`config.mk`:
```
export PLATFORM = sky130hd
export DESIGN_NAME = subsistema_multiplicacion
export DESIGN_NICKNAME = d
export VERILOG_FILES = /design/src/rtl/subsistema_multiplicacion.sv
export SDC_FILE = /design/constraint.sdc
export NUM_CORES = 1
export LEC_CHECK = 0
export CAP_MARGIN = 20
export CORE_ASPECT_RATIO = 1.5
export CORE_UTILIZATION = 46
export CTS_CLUSTER_DIAMETER = 60
export CTS_CLUSTER_SIZE = 40
export DETAILED_ROUTE_END_ITERATION = 6
export PLACE_DENSITY = 0.83
export SYNTH_ARGS = -nofsm -noshare
export SYNTH_HDL_FRONTEND = slang
export SYNTH_SLANG_ARGS = --single-unit
```
`constraint.sdc`:
```
create_clock -name reloj -period 1.63 [get_ports reloj]
set_input_delay 0.2445 -clock reloj [delete_from_list [all_inputs] [get_ports reloj]]
set_output_delay 0.2445 -clock reloj [all_outputs]
set_load 0.01 [all_outputs]
```
`src/rtl/subsistema_multiplicacion.sv`:
```
// Sequential shift-and-add unsigned multiplier: ANCHO iterations per product,
// with registered busy/done status and a result held for the display stage.
module subsistema_multiplicacion #(
  parameter int unsigned ANCHO = 4
) (
  input  logic               reloj,
  input  logic               reinicio,
  input  logic               iniciar,
  input  logic [ANCHO-1:0]   operandoA,
  input  logic [ANCHO-1:0]   operandoB,
  output logic [2*ANCHO-1:0] producto,
  output logic               ocupado,
  output logic               listo
);

  localparam int unsigned    CW    = $clog2(ANCHO + 1);
  localparam logic [CW-1:0]  C_ULT = CW'(ANCHO - 1);

  typedef enum logic [1:0] {
    INACTIVO,
    CALCULO,
    LISTO
  } estado_t;

  estado_t            r_estado;
  logic [ANCHO-1:0]   r_m;
  logic [ANCHO-1:0]   r_q;
  logic [ANCHO:0]     r_acum;
  logic [CW-1:0]      r_cont;
  logic [2*ANCHO-1:0] r_producto;
  logic               r_ocupado;
  logic               r_listo;
  logic [ANCHO:0]     w_suma;

  // Partial sum kept ANCHO+1 wide so the carry shifts into the product.
  always_comb begin
    w_suma = r_acum;
    if (r_q[0]) begin
      w_suma = {1'b0, r_acum[ANCHO-1:0]} + {1'b0, r_m};
    end
  end

  always_ff @(posedge reloj) begin
    if (reinicio) begin
      r_estado   <= INACTIVO;
      r_m        <= '0;
      r_q        <= '0;
      r_acum     <= '0;
      r_cont     <= '0;
      r_producto <= '0;
      r_ocupado  <= 1'b0;
      r_listo    <= 1'b0;
    end else begin
      unique case (r_estado)
        INACTIVO: begin
          r_listo   <= 1'b0;
          r_ocupado <= iniciar;
          if (iniciar) begin
            r_m      <= operandoA;
            r_q      <= operandoB;
            r_acum   <= '0;
            r_cont   <= '0;
            r_estado <= CALCULO;
          end
        end
        CALCULO: begin
          r_acum <= {1'b0, w_suma[ANCHO:1]};
          r_q    <= {w_suma[0], r_q[ANCHO-1:1]};
          r_cont <= r_cont + 1'b1;
          if (r_cont == C_ULT) begin
            r_estado <= LISTO;
          end
        end
        LISTO: begin
          // ocupado stays high through this edge; it drops back in INACTIVO.
          r_producto <= {r_acum[ANCHO-1:0], r_q};
          r_listo    <= 1'b1;
          r_estado   <= INACTIVO;
        end
        default: begin
          r_estado <= INACTIVO;
        end
      endcase
    end
  end

  assign producto = r_producto;
  assign ocupado  = r_ocupado;
  assign listo    = r_listo;

endmodule

```
==> impl_metrics.py, run 1 <==
metrics = {
    "run_status": {
        "status": "finished clean",
    },
    "power_and_ir_drop": {
        "power_density_nw_per_um2": 764,
        "p_leak_nw": 0.599,
        "peakVddDrop_mv": 0.429,
    },
    "clock_network": {
        "path_clk_slew_ns": 0.14,
        "htreeDepth": 1,
        "cts_hold_buf": 0,
        "numCtsBuffers": 3,
        "clkSinkCount": 27,
        "clk-insertion-delay-late_ns": 0.32,
        "cts_max_path_buffers": 2,
        "cts_tree": "built",
        "root_buffer": "clkbuf_4",
    },
    "setup_path": {
        "worst-path-max-fanout": 2,
        "regToRegEndpoint": "r_acum[1]",
        "rrSetupSlack_ns": 0.02,
        "critical_path_class": "reg2reg",
        "cpMaxStageDelayCell": "dfxtp_2",
        "end_kind": "register",
        "cp.depth": 6,
        "r2r_cells": 6,
        "max_stage_delay_ns": 0.38,
        "arrival_ns": 1.84,
        "path_cells": "ha_4, inv_2, fa_2, xnor2_2, mux2_2, a22o_1",
        "rr_startpoint": "r_acum[0]",
        "crit_path_start_kind": "register",
        "critPathRequiredTime_ns": 1.86,
        "critical-path-top-delay-family": "adder cells",
        "cp_num_buf_inv": 1,
    },
    "floorplanning": {
        "start_util_pct": 49.1,
        "core_area_um2": 2480,
        "die_area_um2": 2860,
        "rows": 22,
        "die_h_um": 65.0,
        "io_pins": 21,
        "die-width_um": 44.0,
    },
    "drt": {
        "vias": 1014,
        "post_drt_wl_per_cell_um": 13.3,
        "drc": 0,
        "initialDrtViolationCount": 24,
        "postRouteWirelength_um": 2480,
        "dr.pass1.iters": 6,
        "drtAntennaViolNets": 0,
        "avgViaCountPerCell": 5.42,
    },
    "finish": {
        "fillers": 221,
        "final_cells": 187,
        "multi_input_area_um2": 613,
        "drive_gt1_share_pct": 14.1,
        "area_growth_pct": 23.1,
        "finalNetCount": 182,
        "antennaDiodeCount": 0,
        "layout_common_cells": "29 x nand2_1, 25 x dfxtp_1, 20 x clkdlybuf4s50_1",
        "final_area_um2": 1500,
        "final_common_cell": "nand2_1",
        "regArea_um2": 543,
    },
    "placement": {
        "place_ws_ns": 0.00258,
        "io_buffer_count": 20,
        "placed_cells": 182,
        "hpwlAfterDp_um": 1830,
        "place.gp.congestion": 0.767,
        "placed_cell_area_um2": 1440,
    },
    "yosys": {
        "netlist.area_leader.share_pct": 44.4,
        "syn_area_per_cell_um2": 8.63,
        "ys_warn_count": 0,
        "synth_cells": 141,
        "ys_seq_area_share_pct": 44.4,
        "synthDistinctLibCells": 29,
        "syn_nets": 159,
        "yosys.area.top_type": "dfxtp_1",
        "netlist_top_cells_area": "dfxtp_1 44%, nand2_1 8.9%, a21oi_1 7.0%, ha_1 6.2%, nor2_1 4.0%",
        "synth-seq-cells": 27,
        "synth_area_um2": 1220,
    },
    "grt": {
        "track_usage_pct": 18.9,
        "gr-total-overflow": 0,
        "grt_pass1_wl_um": 4060,
        "grt_pass1_vias": 971,
        "antenna_found_initial": 0,
        "grt_max_degree": 15,
    },
    "worst_hold_path": {
        "hold_path.class": "in2reg",
        "hold_depth": 3,
        "whs_endpoint": "r_m[0]",
        "min_from": "operandoA[0]",
    },
    "timing": {
        "period_needed_ns": 1.61,
        "worst_slack_ns": 0.0244,
        "hold_viol_final": 0,
        "fin_crit_sh_pct": 98.5,
        "max_freq_mhz": 623,
        "tns_ns": 0,
        "slew_viol_final": 0,
        "tightest_slew_ns": 0.544,
        "slew_headroom_pct": 63.7,
        "setup-violations-final": 0,
        "skew_ns": 0.00232,
    },
    "flow_run": {
        "maxCapViolCount": 0,
    },
}
[routing by layer]
metal | track usage (%) | wire length (µm) | vias up | part of all wire [%]
met3 | 2.51 | 58 | 5 | 2.3
met1 | 19.8 | 997 | 475 | 40
li1 | - | - | 514 | -
met2 | 35.1 | 1380 | 20 | 56
met5 | 0 | 0 | - | 0
met4 | 9.09 | 46 | 0 | 1.9
[state kept, by name (all words and copies together) (netlist names)]
name      flops
producto      8
r_acum        4
r_m           4
r_q           4
r_cont        3
r_estado      2
listo         1
ocupado       1
[Yosys cell counts]
cell type  count
and2_1         2
fa_1           1
nor2_1        13
a21o_1         2
inv_1          7
buf_6          2
a221oi_2       1
ha_1           6
nand2b_1       2
nand2_1       29
a31oi_1        3
mux2i_1        4
a21oi_2        1
a211oi_2       1
a211oi_1       3
mux2_2         2
a22o_1         1
a32oi_1        1
a21oi_1       17
o21ba_2        1
dfxtp_1       27
xnor2_1        1
o21ai_0        3
xor2_1         1
nor2b_1        1
buf_4          1
buf_2          3
or2_1          1
clkbuf_1       4
[cells by family after synthesis]
logic type / synth area share, %
AO/OA/AOI/OAI: 18.1
XOR/XNOR: 1.44
adder cells (fa/ha/maj): 7.81
buffers and inverters: 7.09
flip-flops: 44.4
multiplexers: 5.14
AND/OR/NAND/NOR: 16.0
[per-stage QoR]
stage	util [%]	hold WS [ns]	total power, W
2_1_floorplan	-	0.380	0.000819
3_3_place_gp	58.1	0.441	0.000863
3_5_place_dp	58.1	0.446	0.000869
4_1_cts	59.3	0.453	0.00115
5_1_grt	60.5	0.441	0.00120
6_report	60.5	0.450	0.00115
[power by group]
part           leakage, nW  internal (W)  switching (W)  total [W]
sequential           0.221      0.000684      0.0000227   0.000707
clock               0.0150     0.0000959       0.000189   0.000285
combinational        0.363     0.0000781      0.0000756   0.000154
total                0.599      0.000858       0.000287    0.00115
[how the worst max path moves through the flow]
stage / startpoint / end
6_report: r_acum[0] / r_acum[1]
5_1_grt: r_m[0] / r_acum[1]
4_1_cts: r_m[0] / r_acum[1]
3_5_place_dp: r_m[0] / r_acum[1]
3_3_place_gp: r_m[0] / r_acum[1]
2_1_floorplan: r_acum[0] / r_acum[1]
[tightest hold or removal path, stage by stage]
cell and delay (ns):
clkdlybuf4s50_1 0.40, nand2_1 0.05, a21oi_1 0.05
[timing repair]
| action | 4_1_cts | 5_1_grt |
|---|---|---|
| pin swaps | 0 | 3 |
| resized for setup | 2 | 5 |
| setup endpoints to repair | 1 | 1 |
| setup buffers | 0 | 1 |
[layout make-up]
class                   instances  area share, %
multi-input cells              97           40.9
flip-flops and latches         27           36.2
well taps                      24           2.00
clock buffers                   4           1.75
repair buffers                 28           17.4
inverters                       7           1.75
Note: power is estimated with default switching activity, not from simulation.
==> run 2, diff against run 1 <==
--- a/config.mk
+++ b/config.mk
@@ -7,11 +7,11 @@
 export LEC_CHECK = 0
 export CAP_MARGIN = 20
 export CORE_ASPECT_RATIO = 1.5
-export CORE_UTILIZATION = 46
+export CORE_UTILIZATION = 51
 export CTS_CLUSTER_DIAMETER = 60
 export CTS_CLUSTER_SIZE = 40
 export DETAILED_ROUTE_END_ITERATION = 6
-export PLACE_DENSITY = 0.83
+export PLACE_DENSITY = 0.86
 export SYNTH_ARGS = -nofsm -noshare
 export SYNTH_HDL_FRONTEND = slang
 export SYNTH_SLANG_ARGS = --single-unit
==> constraint.sdc (replaced) <==
create_clock -name reloj -period 1.55 [get_ports reloj]
set_input_delay 0.2325 -clock reloj [delete_from_list [all_inputs] [get_ports reloj]]
set_output_delay 0.2325 -clock reloj [all_outputs]
set_load 0.005 [all_outputs]
==> run 2 against run 1 <==
Net effect:
- the run now ends with negative setup slack left
- cell area rose by 1.3%
- total power increased by 6.2%
- worst hold slack worse by 0.038 ns
- clock power is 9.1% higher
- first-iteration DRC count shrank 4.2%
- global-route usage grew 0.81 points
- sequential power rose by 5.4%
- fmax increased by 1.5%
- wire length is 6.5% lower
- final cell count grew 1.1%
- critical path type unchanged
- largest power group unchanged
==> impl_metrics.py, run 2 (synthesis gave the netlist of run 1 again) <==
metrics = {
    "run_status": {
        "status": "finished, violations left",
        "violations": "negative setup slack",
    },
    "setup_path": {
        "crit_path_start": "r_m[0]",
        "cp_num_buf_inv": 1,
        "cpMaxStageDelayCell": "dfxtp_2",
        "critical-path-top-delay-family": "adder cells",
        "critPathRequiredTime_ns": 1.78,
        "rr_startpoint": "r_m[0]",
        "end_kind": "register",
        "endpoint": "r_acum[1]",
        "arrival_ns": 1.81,
        "max_stage_delay_ns": 0.39,
        "cp.depth": 6,
        "critical_path_class": "reg2reg",
        "regToRegEndpoint": "r_acum[1]",
        "r2r_cells": 6,
        "rrSetupSlack_ns": -0.03,
        "worst-path-max-fanout": 2,
        "path_cells": "ha_4, inv_2, fa_2, xnor2_1, mux2_4, a22o_1",
        "crit_path_start_kind": "register",
    },
    "finish": {
        "largest_reg_flops": 8,
        "finalNetCount": 185,
        "layout_common_cells": "29 x nand2_1, 25 x dfxtp_1, 20 x clkdlybuf4s50_1",
        "antennaDiodeCount": 0,
        "final_common_cell": "nand2_1",
        "drive_gt1_share_pct": 15.7,
        "area_growth_pct": 24.7,
    },
    "power_and_ir_drop": {
        "power_density_nw_per_um2": 801,
        "peakVddDrop_mv": 0.601,
        "finalPower_w": 0.00122,
        "p_leak_nw": 0.614,
    },
    "timing": {
        "max_freq_mhz": 632,
        "skew_ns": 0.0202,
        "slew_headroom_pct": 76.7,
        "rsz0062_at_grt": "yes",
        "slew_viol_final": 0,
        "setup-violations-final": 1,
        "tns_ns": -0.0313,
        "tightest_slew_ns": 0.349,
        "period_needed_ns": 1.58,
        "worst_slack_ns": -0.0313,
        "hold_viol_final": 0,
        "fin_crit_sh_pct": 102,
        "fin_hold_ws_ns": 0.412,
    },
    "floorplanning": {
        "rows": 21,
        "core_area_um2": 2230,
        "die-width_um": 41.9,
        "io_pins": 21,
        "die_area_um2": 2590,
        "start_util_pct": 54.5,
        "die_h_um": 61.8,
    },
    "drt": {
        "vias": 976,
        "drc": 0,
        "postRouteWirelength_um": 2320,
        "drtAntennaViolNets": 0,
        "post_drt_wl_per_cell_um": 12.3,
        "initialDrtViolationCount": 23,
        "avgViaCountPerCell": 5.16,
        "dr.pass1.iters": 4,
    },
    "clock_network": {
        "numCtsBuffers": 3,
        "cts_hold_buf": 0,
        "clkSinkCount": 27,
        "clk-insertion-delay-late_ns": 0.34,
        "htreeDepth": 1,
        "cts_tree": "built",
        "cts_max_path_buffers": 2,
        "path_clk_slew_ns": 0.16,
        "root_buffer": "clkbuf_4",
    },
    "grt": {
        "gr-total-overflow": 0,
        "grt_max_degree": 16,
        "antenna_found_initial": 0,
        "grt_pass1_wl_um": 3850,
        "grt_pass1_vias": 884,
        "track_usage_pct": 19.7,
    },
    "placement": {
        "io_buffer_count": 20,
        "place.gp.congestion": 0.891,
        "place_ws_ns": -0.0477,
        "hpwlAfterDp_um": 1790,
    },
    "worst_hold_path": {
        "hold_path.class": "in2reg",
    },
    "flow_run": {
        "maxCapViolCount": 0,
    },
}
==> run 2: changes by cell type in the layout (fill, tap and decap cells not counted), sizes merged <==
cell,change
clkbuf,-1
buf,+3
clkinv,+1
==> run 2: worst min path at each step <==
stage	slack [ns]	cells past startpoint	end	from
final	0.41	3	r_m[0]	operandoA[0]
after global routing	0.43	3	r_m[0]	operandoA[0]
after CTS	0.42	3	r_m[0]	operandoA[0]
after detailed placement	0.45	2	producto[1]	producto[1]
after global placement	0.44	2	producto[1]	producto[1]
after floorplan	0.37	2	r_m[2]	operandoA[2]
==> run 2: report_power, final <==
group	internal (W)	total (W)	switching (W)
Combinational	0.0000837	0.000161	0.0000770
Sequential	0.000720	0.000745	0.0000254
Clock	0.0000971	0.000311	0.000213
==> run 2: cell type report <==
cell class / count / area [µm²]
timing repair buffer: 31 / 283
multi-input combinational: 97 / 609
fill: 181 / 716
tap: 23 / 28.8
inverter: 7 / 26.3
clock buffer: 3 / 22.5
clock inverter: 1 / 5.00
sequential: 27 / 543
==> run 2: worst reg2reg max path, cell delays in order (launching register included) <==
cell	delay [ns]
dfxtp_2	0.39
ha_4	0.14
inv_2	0.04
fa_2	0.34
xnor2_1	0.13
mux2_4	0.26
a22o_1	0.18
==> run 2: metal layers <==
layer  part of all wire [%]  wire length, µm  track usage (%)  vias up
met2                     54             1250             37.9       17
met5                      0                0                0        -
li1                       -                -                -      518
met1                     41              961             20.9      436
met4                    2.2               52             11.1        0
met3                    2.4               55             2.60        5
==> run 2: timing repair <==
action                     in CTS  in global routing
pin swaps                       3                  3
buffers inserted                1                  3
resized for setup               4                  0
setup endpoints to repair       1                  2
==> run 2: through the flow <==
stage               utilization, %  area (µm²)  instances
floorplan                        -        1220        141
global placement              64.7        1450        181
detailed placement            64.7        1450        181
CTS                           66.9        1500        186
global route                  68.0        1520        189
finish                        68.0        1520        189
==> run 3, diff against run 2 <==
--- a/config.mk
+++ b/config.mk
@@ -5,6 +5,7 @@
 export SDC_FILE = /design/constraint.sdc
 export NUM_CORES = 1
 export LEC_CHECK = 0
+export ABC_AREA = 0
 export CAP_MARGIN = 20
 export CORE_ASPECT_RATIO = 1.5
 export CORE_UTILIZATION = 51
==> results of run 3 <==
The final DEF is identical to that of run 2; final timing and power are the same.
